## src/rtl/ctrl_transfer_pkg.sv

```systemverilog
// Shared encodings for the control-transfer predictor: branch funct3 codes,
// next-PC select values, BHT counter reset value and branch-condition helpers.
package ctrl_transfer_pkg;

  localparam logic [2:0] BRANCH_BEQ  = 3'b000;
  localparam logic [2:0] BRANCH_BNE  = 3'b001;
  localparam logic [2:0] BRANCH_BLT  = 3'b100;
  localparam logic [2:0] BRANCH_BGE  = 3'b101;
  localparam logic [2:0] BRANCH_BLTU = 3'b110;
  localparam logic [2:0] BRANCH_BGEU = 3'b111;

  typedef enum logic [1:0] {
    PC_SEL_SEQ     = 2'b00,
    PC_SEL_TARGET  = 2'b01,
    PC_SEL_JALR    = 2'b10,
    PC_SEL_RECOVER = 2'b11
  } pc_sel_e;

  localparam logic [1:0] BHT_CNT_RESET = 2'b01;

  function automatic logic branch_legal(input logic [2:0] funct3);
    return (funct3 != 3'b010) && (funct3 != 3'b011);
  endfunction

  function automatic logic branch_cond(input logic [2:0] funct3,
                                       input logic       bit0,
                                       input logic       eq_zero);
    logic taken;
    taken = 1'b0;
    case (funct3)
      BRANCH_BEQ:                taken = eq_zero;
      BRANCH_BNE:                taken = !eq_zero;
      BRANCH_BLT, BRANCH_BLTU:   taken = bit0;
      BRANCH_BGE, BRANCH_BGEU:   taken = !bit0;
      default:                   taken = 1'b0;
    endcase
    return taken;
  endfunction

endpackage

```

## src/rtl/return_address_stack.sv

```systemverilog
// Circular return-address stack; a push when full overwrites the oldest entry,
// a pop when empty is ignored, and push+pop together replaces the top.
module return_address_stack
  import ctrl_transfer_pkg::*;
#(
  parameter int XLEN      = 64,
  parameter int RAS_DEPTH = 4
) (
  input  logic            clk,
  input  logic            rst_n,
  input  logic            push,
  input  logic            pop,
  input  logic [XLEN-1:0] push_data,
  output logic [XLEN-1:0] top,
  output logic            valid
);

  localparam int PTR_W = $clog2(RAS_DEPTH);
  localparam int CNT_W = PTR_W + 1;
  localparam logic [CNT_W-1:0] CNT_FULL = CNT_W'(RAS_DEPTH);

  logic [XLEN-1:0]  mem_q [RAS_DEPTH];
  logic [PTR_W-1:0] ptr_q;
  logic [PTR_W-1:0] ptr_inc;
  logic [PTR_W-1:0] ptr_dec;
  logic [CNT_W-1:0] cnt_q;
  logic             empty;

  assign empty   = (cnt_q == '0);
  assign ptr_inc = ptr_q + PTR_W'(1);
  assign ptr_dec = ptr_q - PTR_W'(1);
  assign valid   = !empty;
  assign top     = empty ? '0 : mem_q[ptr_q];

  // The pointer wraps naturally, so a push on a full stack lands on the oldest slot.
  always_ff @(posedge clk or negedge rst_n) begin
    if (!rst_n) begin
      ptr_q <= '0;
      cnt_q <= '0;
      for (int i = 0; i < RAS_DEPTH; i++) mem_q[i] <= '0;
    end else if (push && pop && !empty) begin
      mem_q[ptr_q] <= push_data;
    end else if (push) begin
      mem_q[ptr_inc] <= push_data;
      ptr_q          <= ptr_inc;
      if (cnt_q != CNT_FULL) cnt_q <= cnt_q + CNT_W'(1);
    end else if (pop && !empty) begin
      ptr_q <= ptr_dec;
      cnt_q <= cnt_q - CNT_W'(1);
    end
  end

endmodule

```

## src/rtl/control_transfer_predictor.sv

```systemverilog
// Fetch-side direction predictor (2-bit BHT) plus execute-side resolution of
// branches/jumps: next-PC select, flush, mispredict counting and RAS upkeep.
module control_transfer_predictor
  import ctrl_transfer_pkg::*;
#(
  parameter int XLEN        = 64,
  parameter int BHT_ENTRIES = 64,
  parameter int RAS_DEPTH   = 4
) (
  input  logic            clk,
  input  logic            rst_n,
  input  logic            if_valid,
  input  logic [XLEN-1:0] if_pc,
  output logic            pred_taken,
  output logic [XLEN-1:0] ras_top,
  output logic            ras_valid,
  input  logic            ex_valid,
  input  logic [XLEN-1:0] ex_pc,
  input  logic            branch_en,
  input  logic            jal_en,
  input  logic            jalr_en,
  input  logic [2:0]      inst_funct3,
  input  logic            result_bit0,
  input  logic            result_eq_zero,
  input  logic            ex_pred_taken,
  input  logic            ex_rd_link,
  input  logic            ex_rs1_link,
  input  logic [XLEN-1:0] ex_link_addr,
  output logic [1:0]      pc_sel,
  output logic            flush,
  output logic [31:0]     mispredict_count
);

  localparam int IDX_W = $clog2(BHT_ENTRIES);

  logic [1:0]       bht_q [BHT_ENTRIES];
  logic [IDX_W-1:0] if_idx;
  logic [IDX_W-1:0] ex_idx;
  logic             is_branch, is_jal, is_jalr;
  logic             actual_taken;
  logic             bht_update;
  logic             mispredict;
  logic             ras_push, ras_pop;
  pc_sel_e          pc_sel_d;

  assign if_idx     = if_pc[IDX_W+1:2];
  assign ex_idx     = ex_pc[IDX_W+1:2];
  assign pred_taken = if_valid && bht_q[if_idx][1];

  assign is_branch    = ex_valid && branch_en;
  assign is_jal       = ex_valid && !branch_en && jal_en;
  assign is_jalr      = ex_valid && !branch_en && !jal_en && jalr_en;
  assign actual_taken = branch_cond(inst_funct3, result_bit0, result_eq_zero);

  always_comb begin
    pc_sel_d   = PC_SEL_SEQ;
    flush      = 1'b0;
    bht_update = 1'b0;
    mispredict = 1'b0;
    if (is_branch) begin
      if (branch_legal(inst_funct3)) begin
        bht_update = 1'b1;
        if (actual_taken && !ex_pred_taken) begin
          pc_sel_d   = PC_SEL_TARGET;
          flush      = 1'b1;
          mispredict = 1'b1;
        end else if (!actual_taken && ex_pred_taken) begin
          pc_sel_d   = PC_SEL_RECOVER;
          flush      = 1'b1;
          mispredict = 1'b1;
        end
      end
    end else if (is_jal) begin
      pc_sel_d = PC_SEL_TARGET;
      flush    = 1'b1;
    end else if (is_jalr) begin
      pc_sel_d = PC_SEL_JALR;
      flush    = 1'b1;
    end
  end

  assign pc_sel = pc_sel_d;

  // A jalr with both link flags set asserts push and pop; the RAS treats it as replace-top.
  assign ras_push = (is_jal || is_jalr) && ex_rd_link;
  assign ras_pop  = is_jalr && ex_rs1_link;

  always_ff @(posedge clk or negedge rst_n) begin
    if (!rst_n) begin
      for (int i = 0; i < BHT_ENTRIES; i++) bht_q[i] <= BHT_CNT_RESET;
    end else if (bht_update) begin
      if (actual_taken) begin
        if (bht_q[ex_idx] != 2'b11) bht_q[ex_idx] <= bht_q[ex_idx] + 2'd1;
      end else begin
        if (bht_q[ex_idx] != 2'b00) bht_q[ex_idx] <= bht_q[ex_idx] - 2'd1;
      end
    end
  end

  always_ff @(posedge clk or negedge rst_n) begin
    if (!rst_n)          mispredict_count <= '0;
    else if (mispredict) mispredict_count <= mispredict_count + 32'd1;
  end

  return_address_stack #(
    .XLEN      (XLEN),
    .RAS_DEPTH (RAS_DEPTH)
  ) u_ras (
    .clk       (clk),
    .rst_n     (rst_n),
    .push      (ras_push),
    .pop       (ras_pop),
    .push_data (ex_link_addr),
    .top       (ras_top),
    .valid     (ras_valid)
  );

endmodule
```

## config.mk

```make
export PLATFORM = sky130hd
export DESIGN_NAME = control_transfer_predictor
export DESIGN_NICKNAME = d
export VERILOG_FILES = /design/src/rtl/ctrl_transfer_pkg.sv /design/src/rtl/return_address_stack.sv /design/src/rtl/control_transfer_predictor.sv
export SDC_FILE = /design/constraint.sdc
export NUM_CORES = 1
export LEC_CHECK = 0
export ABC_AREA = 1
export CAP_MARGIN = 20
export CORE_MARGIN = 8
export CORE_UTILIZATION = 30
export CTS_CLUSTER_DIAMETER = 50
export DETAILED_ROUTE_END_ITERATION = 10
export PLACE_DENSITY = 0.61
export SYNTH_ARGS = -nofsm -noshare
export SYNTH_HDL_FRONTEND = slang
export SYNTH_SLANG_ARGS = --single-unit
```

## constraint.sdc

```tcl
create_clock -name clk -period 2.2 [get_ports clk]
set_input_delay 0.44 -clock clk [delete_from_list [all_inputs] [get_ports clk]]
set_output_delay 0.44 -clock clk [all_outputs]
set_load 0.01 [all_outputs]
```

### Word level (Yosys, flattened, before mapping)

Index checks and enable logic that the tools add are counted.

* memory bits (writable): 0
* input bits: 207
* word-level logic and storage cells: 183
* output and inout bits: 101
* memories kept: 0
* ROM bits: 0
* flip-flop bits (word level): 421
* bits in latches: 0

* multipliers: 0
* eq/ne operators: 11
* add/sub/neg operators: 7
* bitwise gates (word level): 5
* reduce and logical (&&, ||, !) cells: 36
* shifts and indexed selects: 0
* muxes and demuxes: 46
* div/mod/pow operators: 0
* order comparisons: 7

Operators with widths (count)
* bitwise mux 256 bit: 2
* 2-to-1 mux 256 bit: 2
* 2-to-1 mux 128 bit: 3
* 2-to-1 mux 64 bit: 5
* bitwise mux 128 bit: 2
* demux 64 bit (select 2 bit): 2
* binary-select mux 64 bit (select 2 bit): 1
* adder 32 x 1 -> 32 bit, second input constant: 1
* 2-to-1 mux 2 bit: 13
* binary-select mux 2 bit (select 6 bit): 2
* logical AND 1 bit: 17
* >= comparator 7 bit, second input constant: 2
* inverter 6 -> 7 bit: 2
* demux 2 bit (select 6 bit): 1
* == test 3 bit, second input constant: 4
* 2-to-1 mux 1 bit: 9
* 2-to-1 mux 3 bit: 3
* nonzero test 2 bit: 4
* logical NOT 1 bit: 7
* < comparator 7 x 1 -> 1 bit, second input constant: 1
* >= comparator 3 bit, second input constant: 2
* logical NOT 3 bit: 2
* < comparator 3 x 1 -> 1 bit, second input constant: 2
* != test 3 x 2 -> 1 bit, second input constant: 2
* 15 further kinds: 21

### Longest topological paths before layout

Gate-level depths: netlist of run 1.

* word-level depth: 10
* gate-level depth with buffers: 22
* depth with buffers taken out: 19

### Cells and area by module

A second synthesis of run 1 with hierarchy kept.

* cell total of the unflattened synthesis: 3001
* area total of the unflattened synthesis: 21936.0 um2

By module, submodules not included
* return_address_stack: cells an instance 1672, times used 1, area an instance 12774.8 um2, sequential area each 6531.3 um2
* control_transfer_predictor: cells an instance 1329, times used 1, area an instance 9161.3 um2, sequential area each 4083.9 um2

### Worst setup path after synthesis of run 1

Ideal clock, no wire load.

* kind: input to register
* from: input ex_pc[4]
* to: register bht_q[51] (netlist name)
* library setup time: 0.134 ns
* arrival: 2.711 ns
* required time: 2.066 ns
* path slack: -0.646 ns
* stages: 18
* buffers on the path: 3
* path through: buf_2 -> inv_1 -> clkbuf_1 -> nand3_2 -> inv_1 -> nand2_1 -> nand2_1 -> nor2_1 -> nand2_1 -> nand2_1 -> nand2_1 -> nor2_1 -> nand2_1 -> inv_1 -> ha_1 -> xor2_1 -> clkbuf_1 -> o21ai_0

* cells in the longest elaborated chain, start to end: 8
* elaborated cells on any way between the ends: 21
* those cells by class: 2 x add/sub; 2 x order compare; 2 x eq/ne; 10 x mux; 1 x bitwise; 4 x reduce/logical

RTL lines
* start, declared: line control_transfer_predictor.sv:18 `input logic [XLEN-1:0] ex_pc,`
* inverter 6 -> 7 bit (implied by the code) (*): line control_transfer_predictor.sv:93, control_transfer_predictor.sv:95
* binary-select mux 2 bit (select 6 bit), or another cell as far along: line control_transfer_predictor.sv:93, control_transfer_predictor.sv:95
* 2-to-1 mux 2 bit (implied by the code) or logical AND 1 bit (tied branches): line control_transfer_predictor.sv:93, control_transfer_predictor.sv:95
* 2-to-1 mux 2 bit (implied by the code): line control_transfer_predictor.sv:93, control_transfer_predictor.sv:95
* subtractor 2 x 1 -> 2 bit, or another cell as far along: line control_transfer_predictor.sv:95 `if (bht_q[ex_idx] != 2'b00) bht_q[ex_idx] <= bht_q[ex_idx] - 2'd1;`
* bitwise mux 128 bit, on equally long branches: line control_transfer_predictor.sv:95, control_transfer_predictor.sv:93
* 2-to-1 mux 128 bit, on equally long branches: line control_transfer_predictor.sv:95, control_transfer_predictor.sv:93
* 2-to-1 mux 128 bit: line control_transfer_predictor.sv:92 `if (actual_taken) begin`
* end, declared: line control_transfer_predictor.sv:36 `logic [1:0] bht_q [BHT_ENTRIES];`

Mark *: on every way between the ends. The rest lies on a longest branch, timed or not. The select of a mux whose other input is x is not followed.
A chain may end at the register's enable or synchronous reset.

### Worst setup path in the final report of run 1

* from: register u_ras.ptr_q[0]
* to: output ras_top[54]

* cells in the longest elaborated chain, start to end: 5

RTL lines
* start, declared: line return_address_stack.sv:23 `logic [PTR_W-1:0] ptr_q;`
* start signal, assigned: line return_address_stack.sv:45 `ptr_q <= ptr_inc;`
* start signal, assigned: line return_address_stack.sv:48 `ptr_q <= ptr_dec;`
* inverter 2 -> 3 bit (implied by the code): line return_address_stack.sv:33 `assign top = empty ? '0 : mem_q[ptr_q];`
* binary-select mux 64 bit (select 2 bit): line return_address_stack.sv:33
* 2-to-1 mux 64 bit (implied by the code) (2 in series): line return_address_stack.sv:33
* 2-to-1 mux 64 bit: line return_address_stack.sv:33
* end, declared: line control_transfer_predictor.sv:15 `output logic [XLEN-1:0] ras_top,`

Every way passes these cells. The select of a mux whose other input is x is not followed.

==> Implementation_results.wiki, run 1 <==
{| class="wikitable"
! Metric !! Value
|-
| Cell family with the largest share of critical-path delay || buffers and inverters
|-
| CTS HTree Levels || 2
|-
| Avg WL per Cell || 16.8 µm
|-
| Post-Route Utilization || 0.443
|-
| Number of cells in the design after placement || 4022
|-
| MaxCap Viol Count || 0
|-
| Final HPWL DP || 43200 µm
|-
| Crit path arrival time || 2.13 ns
|-
| Path class of the lowest-slack min-delay path || input pin to asynchronous set/reset pin
|-
| Critical Path Most Common Cell || sky130_fd_sc_hd__buf_12
|-
| Slew HR || 0.370
|-
| Post-synth top area cell || sky130_fd_sc_hd__dfrtp_1
|-
| Relative contribution of the clock network to total power || 0.276
|-
| Initial antenna violation count || 0
|-
| RSZ-0062 raised after global routing || yes
|-
| Largest net degree at the start of global routing || 74
|-
| Root Buffer || sky130_fd_sc_hd__clkbuf_16
|-
| Required time at the endpoint of the critical path || 1.76 ns
|-
| Clock buffer count from CTS || 57
|-
| First-pass GRT wire length || 108000 µm
|-
| Register bit count reported by yosys || 421
|-
| Overall die width || 281 µm
|-
| All-Layer GR Usage || 0.167
|-
| Hold Vio Cnt, Final || 0
|-
| Status || finished, violations left
|-
| Largest buffer count on any clock path || 3
|-
| Layout filler cell count || 6880
|-
| Warnings, synthesis || 0
|-
| CTS clk-pin slew, worst paths || 0.06 ns
|-
| Port Buffer Count || 191
|-
| Share of the yosys chip area belonging to registers || 0.503
|-
| Post-route DRC || 0
|-
| Number of placed I/O pins || 308
|-
| R2r endpoint || bht_q[77]
|-
| Die Ht || 281 µm
|-
| Power density over cell area || 1160 nW/µm²
|-
| Setup slack at placement || -1.00 ns
|-
| Reg power frac || 0.332
|-
| Final setup viols || 188
|-
| Switching power share of the total || 0.362
|-
| Largest stage delay on the critical path || 0.45 ns
|-
| DIE AREA || 79100 µm²
|-
| Global-route congestion overflow total || 0
|-
| Slack of the worst reg-to-reg path || -0.20 ns
|-
| Worst-path fanout max || 6
|-
| Overall via count from detail_route || 20500
|-
| Peak Freq || 0.389 GHz
|-
| CP Launch Type || flip-flop
|-
| Internal power consumption || 22.8 mW
|-
| Total inserted antenna cells || 0
|-
| DRT iter0 DRCs || 1542
|-
| Number of nets in the synthesized netlist || 3052
|-
| Sw power || 13.0 mW
|-
| Final hold slack || 0.280 ns
|-
| Global placement routability congestion || 0.852
|-
| Critical path class || flip-flop to output port
|-
| Cell-by-cell trace of the critical path || buf_12 > buf_12 > buf_16 > nor2_2 > nor2_1 > o21ai_1 > a21oi_2 > buf_6
|-
| Worst clock skew || 0.0403 ns
|-
| Number of standard cells in the final layout excluding fillers || 4232
|-
| Part of the total power dissipated in combinational logic || 0.391
|-
| Final layout net count || 3464
|-
| Area used by multi-input combinational logic || 10800 µm²
|-
| Combined area of all synthesized cells || 21100 µm²
|-
| Sequential cell area || 10600 µm²
|-
| Final critical-path share of the clock period || 1.17
|-
| Clock period minus final worst setup slack || 2.57 ns
|-
| Worst Tran Pin Value || 0.945 ns
|-
| Clock latency of the later-clocked register in the worst-skew pair || 0.62 ns
|-
| Worst Reg-to-Reg Cells || 16
|-
| Critical path's slowest cell || sky130_fd_sc_hd__dfrtp_4
|-
| Number of distinct library cells after synthesis || 35
|-
| Std cell rows || 97
|-
| Mean area per synthesized cell || 7.45 µm²
|-
| Mapped Cells || 2834
|-
| Setup slack after layout || -0.371 ns
|-
| Top cell type's share of synthesized area || 0.423
|-
| CTS tree || done
|-
| Initial cell density of the core || 0.302
|-
| Worst Setup End Kind || output port
|-
| Layout cell share with drive strength beyond 1 || 0.300
|-
| Worst voltage drop across the vdd grid || 0.911 mV
|-
| Sink count of the clock tree || 421
|-
| Via density per instance || 4.85
|-
| Leading cell types by total area after synthesis || sky130_fd_sc_hd__dfrtp_1, sky130_fd_sc_hd__nand2_1, sky130_fd_sc_hd__o21ai_0
|-
| Count of antenna-violating nets left after detailed routing || 0
|-
| First-pass iteration count of the detailed router || 5
|-
| Lkg Pwr || 14.3 nW
|-
| Floorplan Core Area || 69900 µm²
|-
| WP buf/inv || 4
|-
| DRT Wirelength || 71300 µm
|-
| Violated checks || negative setup slack
|-
| Start point of the critical path || u_ras.ptr_q[0]
|-
| Levels on crit path || 8
|-
| Synthesis-to-layout area growth || 46.6%
|-
| Final number of max-transition violations || 0
|-
| Number of global-route vias before repair || 19700
|}
## cell usage in the layout, fill, tap and decap left out, types with 16 or more instances in the layout
cell / synthesis / final
sky130_fd_sc_hd__buf_12: 0 / 54
sky130_fd_sc_hd__dfstp_2: 64 / 64
sky130_fd_sc_hd__nand2_1: 890 / 842
sky130_fd_sc_hd__o21ai_1: 49 / 172
sky130_fd_sc_hd__nand3_1: 136 / 88
sky130_fd_sc_hd__nor2_2: 5 / 55
sky130_fd_sc_hd__a21oi_2: 1 / 37
sky130_fd_sc_hd__a21oi_1: 94 / 58
sky130_fd_sc_hd__xor2_1: 22 / 21
sky130_fd_sc_hd__buf_2: 44 / 65
sky130_fd_sc_hd__clkdlybuf4s50_1: 0 / 110
sky130_fd_sc_hd__nand3_2: 3 / 46
sky130_fd_sc_hd__o21ai_0: 425 / 255
sky130_fd_sc_hd__buf_4: 16 / 176
sky130_fd_sc_hd__inv_2: 4 / 77
sky130_fd_sc_hd__nor3_1: 24 / 24
sky130_fd_sc_hd__nand4_1: 16 / 16
sky130_fd_sc_hd__nand2_2: 2 / 41
sky130_fd_sc_hd__nor2_1: 363 / 217
sky130_fd_sc_hd__dfrtp_1: 357 / 354
sky130_fd_sc_hd__o21ai_2: 1 / 45
sky130_fd_sc_hd__inv_1: 187 / 111
sky130_fd_sc_hd__buf_6: 5 / 45
sky130_fd_sc_hd__nor2_4: 1 / 97
sky130_fd_sc_hd__clkbuf_16: 0 / 81
## synth_stat cells
cell type and instances:
sky130_fd_sc_hd__ha_1 10, sky130_fd_sc_hd__buf_6 5, sky130_fd_sc_hd__nand3b_1 1, sky130_fd_sc_hd__nor3_1 24
sky130_fd_sc_hd__nand3_1 136, sky130_fd_sc_hd__a21oi_2 1, sky130_fd_sc_hd__o21ai_0 425, sky130_fd_sc_hd__a21oi_1 94
sky130_fd_sc_hd__inv_1 187, sky130_fd_sc_hd__inv_4 1, sky130_fd_sc_hd__buf_1 12, sky130_fd_sc_hd__nor2_2 5
sky130_fd_sc_hd__xor2_1 22, sky130_fd_sc_hd__nand4_1 16, sky130_fd_sc_hd__nor3_2 1, sky130_fd_sc_hd__clkbuf_2 5
sky130_fd_sc_hd__inv_2 4, sky130_fd_sc_hd__o21ai_2 1, sky130_fd_sc_hd__dfstp_2 64, sky130_fd_sc_hd__nor2_1 363
sky130_fd_sc_hd__o21ai_1 49, sky130_fd_sc_hd__nand3_2 3, sky130_fd_sc_hd__nand2_1 890, sky130_fd_sc_hd__buf_2 44
sky130_fd_sc_hd__nor2_4 1, sky130_fd_sc_hd__fa_1 1, sky130_fd_sc_hd__and3_1 1, sky130_fd_sc_hd__o211ai_1 1
sky130_fd_sc_hd__nand2_2 2, sky130_fd_sc_hd__xnor2_1 7, sky130_fd_sc_hd__a21boi_0 2, sky130_fd_sc_hd__clkbuf_1 81
sky130_fd_sc_hd__buf_4 16, sky130_fd_sc_hd__or2_2 2, sky130_fd_sc_hd__dfrtp_1 357
## per-stage QoR
stage                     power (mW)  cell area, µm²  TNS (ns)
final                           35.8           31000    -28.56
after global routing            37.9           31000    -51.73
after CTS                       33.6           28300    -50.95
after detailed placement        23.2           25800   -203.82
after global placement          23.1           25800   -197.26
after floorplan                 17.5           21300    -36.07
## routing by layer
layer  global-route usage  part of all wire  vias up
met5                    0                 0        -
met4               0.0413             0.029        0
met3               0.0278             0.059      142
met2                0.273              0.47      599
met1                0.228              0.44     9869
li1                     -                 -     9931
## how the worst max path moves through the flow
| stage | end |
|---|---|
| after floorplan | bht_q[3] |
| after global placement | bht_q[21] |
| after detailed placement | bht_q[19] |
| after CTS | ras_top[61] |
| after global routing | ras_top[27] |
| final | ras_top[54] |
## final cells by class
type | instances | area share
Clock buffer | 75 | 0.0519
Clock inverter | 30 | 0.0147
Inverter | 192 | 0.0245
Multi-Input combinational cell | 2060 | 0.347
Sequential cell | 421 | 0.343
Tap cell | 940 | 0.0380
Timing Repair Buffer | 513 | 0.180
Timing Repair inverter | 1 | 0.000647
## worst reg2reg max path, cell delays in order (launching register included)
cell	delay, ns
sky130_fd_sc_hd__dfstp_2	0.53
sky130_fd_sc_hd__nand2_1	0.05
sky130_fd_sc_hd__nand2_1	0.09
sky130_fd_sc_hd__nand2_1	0.06
sky130_fd_sc_hd__nand2_1	0.07
sky130_fd_sc_hd__nand2_1	0.06
sky130_fd_sc_hd__nand2_2	0.10
sky130_fd_sc_hd__nand2_1	0.06
sky130_fd_sc_hd__nand2_1	0.11
sky130_fd_sc_hd__nor2_4	0.06
sky130_fd_sc_hd__nand2_4	0.07
sky130_fd_sc_hd__inv_2	0.05
sky130_fd_sc_hd__ha_4	0.28
sky130_fd_sc_hd__xor2_4	0.26
sky130_fd_sc_hd__buf_6	0.20
sky130_fd_sc_hd__buf_12	0.14
sky130_fd_sc_hd__o21ai_1	0.09
## power groups by stage
stage                     sequential [mW]  clock, mW  combinational (mW)
after global placement               11.6          0                11.5
after global routing                 12.2       10.4                15.4
final                                11.9       9.88                14.0
after floorplan                      11.3          0                6.13
after CTS                            11.7       10.1                11.9
after detailed placement             11.6          0                11.6
## repair_timing
action	in CTS	in global routing
gates cloned	7	31
gates resized for setup	445	559
hold endpoints to repair	28	0
buffers inserted	23	49
hold buffers	1	0
pin swaps	63	159
setup endpoints to repair	204	279
## cells by family after synthesis
group	after synthesis	synth area share
adder cells (fa/ha/maj)	11	0.00687
buffers and inverters	355	0.0707
AO/OA/AOI/OAI	573	0.137
XOR/XNOR	29	0.0120
AND/OR/NAND/NOR	1445	0.271
flip-flops	421	0.503
Power figures use the tool's default switching activity.
==> run 2: changes to the inputs <==
--- a/config.mk
+++ b/config.mk
@@ -9,6 +9,7 @@
 export CAP_MARGIN = 20
 export CORE_MARGIN = 8
 export CORE_UTILIZATION = 30
+export CTS_BUF_LIST = sky130_fd_sc_hd__clkbuf_8
 export CTS_CLUSTER_DIAMETER = 50
 export DETAILED_ROUTE_END_ITERATION = 10
 export PLACE_DENSITY = 0.61
==> run 2 against run 1 <==
Effect of this change: the run still ends with negative setup slack left; utilization is 0.78 points lower; sequential power hardly changed; highest routed layer unchanged; non-clock buffer count is 11 lower; combinational power hardly changed.
==> Implementation_results.wiki, run 2 (synthesis results as in run 1) <==
{| class="wikitable"
! Metric !! Value
|-
| Worst Setup End Kind || output port
|-
| Sink count of the clock tree || 421 (unchanged)
|-
| Power density over cell area || 1120 nW/µm² (-2.8%)
|-
| Final number of max-transition violations || 0 (unchanged)
|-
| Most frequent cells in the layout || sky130_fd_sc_hd__nand2_1, sky130_fd_sc_hd__dfrtp_1, sky130_fd_sc_hd__o21ai_0
|-
| Critical path class || flip-flop to output port
|-
| Number of global-route vias before repair || 20300 (+2.9%)
|-
| DRT Wirelength || 69700 µm (-2.3%)
|-
| Worst Reg-to-Reg Cells || 19 (+3)
|-
| Largest buffer count on any clock path || 3 (unchanged)
|-
| Hold Vio Cnt, Final || 0 (unchanged)
|-
| Clock buffer count from CTS || 79 (+39%)
|-
| Final instance area || 30400 µm² (-1.8%)
|-
| End of the critical path || ras_top[54]
|-
| Largest stage delay on the critical path || 0.48 ns (+0.03 ns)
|-
| Post-route DRC || 0 (unchanged)
|-
| Number of cells in the design after placement || 4022 (unchanged)
|-
| Clock period minus final worst setup slack || 2.66 ns (+0.0897 ns)
|-
| Path class of the lowest-slack min-delay path || input pin to asynchronous set/reset pin
|-
| First-pass iteration count of the detailed router || 6 (+1)
|-
| Met2 layer usage reported by global route || 0.282 (+0.00888)
|-
| First-pass GRT wire length || 112000 µm (+3.1%)
|-
| RSZ-0062 raised after global routing || yes
|-
| Cell-by-cell trace of the critical path || buf_12 > buf_12 > buf_16 > nor2_1 > nor2_1 > o21ai_1 > a21oi_2 > buf_6
|-
| Worst-path fanout max || 7 (+1)
|-
| Start point of the critical path || u_ras.ptr_q[0]
|-
| CP Launch Type || flip-flop
|-
| Crit path arrival time || 2.22 ns (+0.09 ns)
|-
| Port Buffer Count || 191 (unchanged)
|-
| CTS tree || done
|-
| Final critical-path share of the clock period || 1.21 (+0.0408)
|-
| Initial antenna violation count || 0 (unchanged)
|-
| WP buf/inv || 4 (unchanged)
|-
| Setup slack after layout || -0.461 ns (-0.0897 ns)
|-
| Final HPWL DP || 43200 µm (unchanged)
|-
| DIE AREA || 79100 µm² (unchanged)
|-
| CTS clk-pin slew, worst paths || 0.06 ns (about the same)
|-
| Std cell rows || 97 (unchanged)
|-
| Levels on crit path || 8 (unchanged)
|-
| Via density per instance || 4.81 (-0.90%)
|-
| Slack of the worst reg-to-reg path || -0.21 ns (about the same)
|-
| Part of the total power dissipated in combinational logic || 0.411 (+0.020)
|-
| Overall via count from detail_route || 20500 (-0.25%)
|-
| Required time at the endpoint of the critical path || 1.76 ns (about the same)
|-
| Internal power consumption || 21.3 mW (-6.5%)
|-
| Number of standard cells in the final layout excluding fillers || 4260 (+0.66%)
|-
| Sw power || 12.8 mW (-0.96%)
|-
| Violated checks || negative setup slack
|-
| Cell family with the largest share of critical-path delay || buffers and inverters
|-
| Floorplan Core Area || 69900 µm² (unchanged)
|-
| Avg WL per Cell || 16.4 µm (-2.9%)
|-
| Status || finished, violations left
|-
| MaxCap Viol Count || 0 (unchanged)
|-
| Met3 track demand over resource in global routing || 0.0313 (+0.00349)
|-
| Root Buffer || sky130_fd_sc_hd__clkbuf_8
|-
| R2r endpoint || bht_q[1]
|-
| Global-route congestion overflow total || 0 (unchanged)
|-
| Peak Freq || 0.376 GHz (-3.4%)
|-
| Relative contribution of the clock network to total power || 0.239 (-0.037)
|-
| Clock latency of the later-clocked register in the worst-skew pair || 0.75 ns (+0.13 ns)
|-
| Switching power share of the total || 0.376 (+0.0135)
|-
| GRT busiest layer || met2
|-
| Worst clock skew || 0.0790 ns (+0.0387 ns)
|-
| Setup slack at placement || -1.00 ns (unchanged)
|-
| Initial cell density of the core || 0.302 (unchanged)
|-
| Overall die width || 281 µm (unchanged)
|-
| All-Layer GR Usage || 0.173 (+0.00662)
|-
| Layout filler cell count || 6994 (+1.7%)
|-
| Final setup viols || 203 (+8.0%)
|-
| Largest net degree at the start of global routing || 74 (unchanged)
|-
| Count of antenna-violating nets left after detailed routing || 0 (unchanged)
|-
| Post-detailed-placement cell area || 25800 µm² (unchanged)
|-
| Global placement routability congestion || 0.852 (unchanged)
|-
| Total inserted antenna cells || 0 (unchanged)
|-
| Met1 capacity usage during global routing || 0.233 (+0.00489)
|-
| Layout cell share with drive strength beyond 1 || 0.305 (+0.00560)
|-
| Synthesis-to-layout area growth || 44.0%
|-
| DRT iter0 DRCs || 1335 (-13%)
|-
| CTS HTree Levels || 3 (+1)
|-
| RR Startpoint || bht_q[31]
|-
| Critical path's slowest cell || sky130_fd_sc_hd__dfrtp_4
|-
| Slew HR || 0.427 (+0.0570)
|-
| Lkg Pwr || 14.2 nW (-0.75%)
|-
| Die Ht || 281 µm (unchanged)
|-
| Total negative slack for setup checks || -37.44 ns (-8.88 ns)
|-
| Number of placed I/O pins || 308 (unchanged)
|-
| Worst voltage drop across the vdd grid || 0.753 mV (-17%)
|-
| Reg power frac || 0.349 (+0.017)
|-
| Worst Tran Pin Value || 0.860 ns (-0.0855 ns)
|-
| Most frequent standard cell in the layout excluding fill and tap cells || sky130_fd_sc_hd__nand2_1
|-
| Final layout net count || 3474 (+0.29%)
|}
## run 2: metal layers
layer,routed length [µm],share of wire,vias to the layer above
met1,31100,0.45,9871
li1,-,-,9936
met4,1900,0.027,0
met2,32800,0.47,566
met5,0,0,-
met3,3800,0.055,117
## run 2: timing repair
item | 4_1_cts | 5_1_grt
gates resized for setup | 622 | 386
endpoints found under the setup margin | 220 | 257
endpoints found under the hold margin | 273 | 0
gates cloned | 20 | 6
pin swaps | 89 | 155
buffers inserted | 50 | 26
hold buffers | 1 | 0
## run 2: power by group through the flow
stage	clock (mW)	combinational [mW]	sequential, mW
after floorplan	0	6.13	11.3
after global placement	0	11.5	11.6
after detailed placement	0	11.6	11.6
after CTS	8.40	12.9	11.7
after global routing	8.75	15.4	12.2
final	8.17	14.1	11.9
## run 2: per-stage QoR
stage / power, mW / hold slack (ns) / util
after global placement: 23.1 / 0.343 / 0.369
final: 34.2 / 0.158 / 0.435
after CTS: 33.0 / 0.117 / 0.415
after floorplan: 17.5 / 0.144 / -
after global routing: 36.4 / 0.162 / 0.435
after detailed placement: 23.2 / 0.345 / 0.369
## run 2: how the worst min path moves through the flow
stage	slack [ns]	to	cells after the start
global placement	0.34	u_ras.mem_q[233]	1
floorplan	0.14	bht_q[101]	0
global route	0.16	u_ras.mem_q[38]	2
detailed placement	0.34	u_ras.mem_q[38]	1
finish	0.16	u_ras.mem_q[41]	2
CTS	0.12	u_ras.mem_q[38]	2
## run 2: area by class of cell
cell class | count | area (µm²) | area share
Inverter | 192 | 748 | 0.0246
Timing Repair Buffer | 502 | 5370 | 0.176
Multi-Input combinational cell | 2060 | 10700 | 0.353
Tap cell | 940 | 1180 | 0.0387
Clock buffer | 104 | 1430 | 0.0471
Sequential cell | 421 | 10600 | 0.349
Clock inverter | 41 | 323 | 0.0106
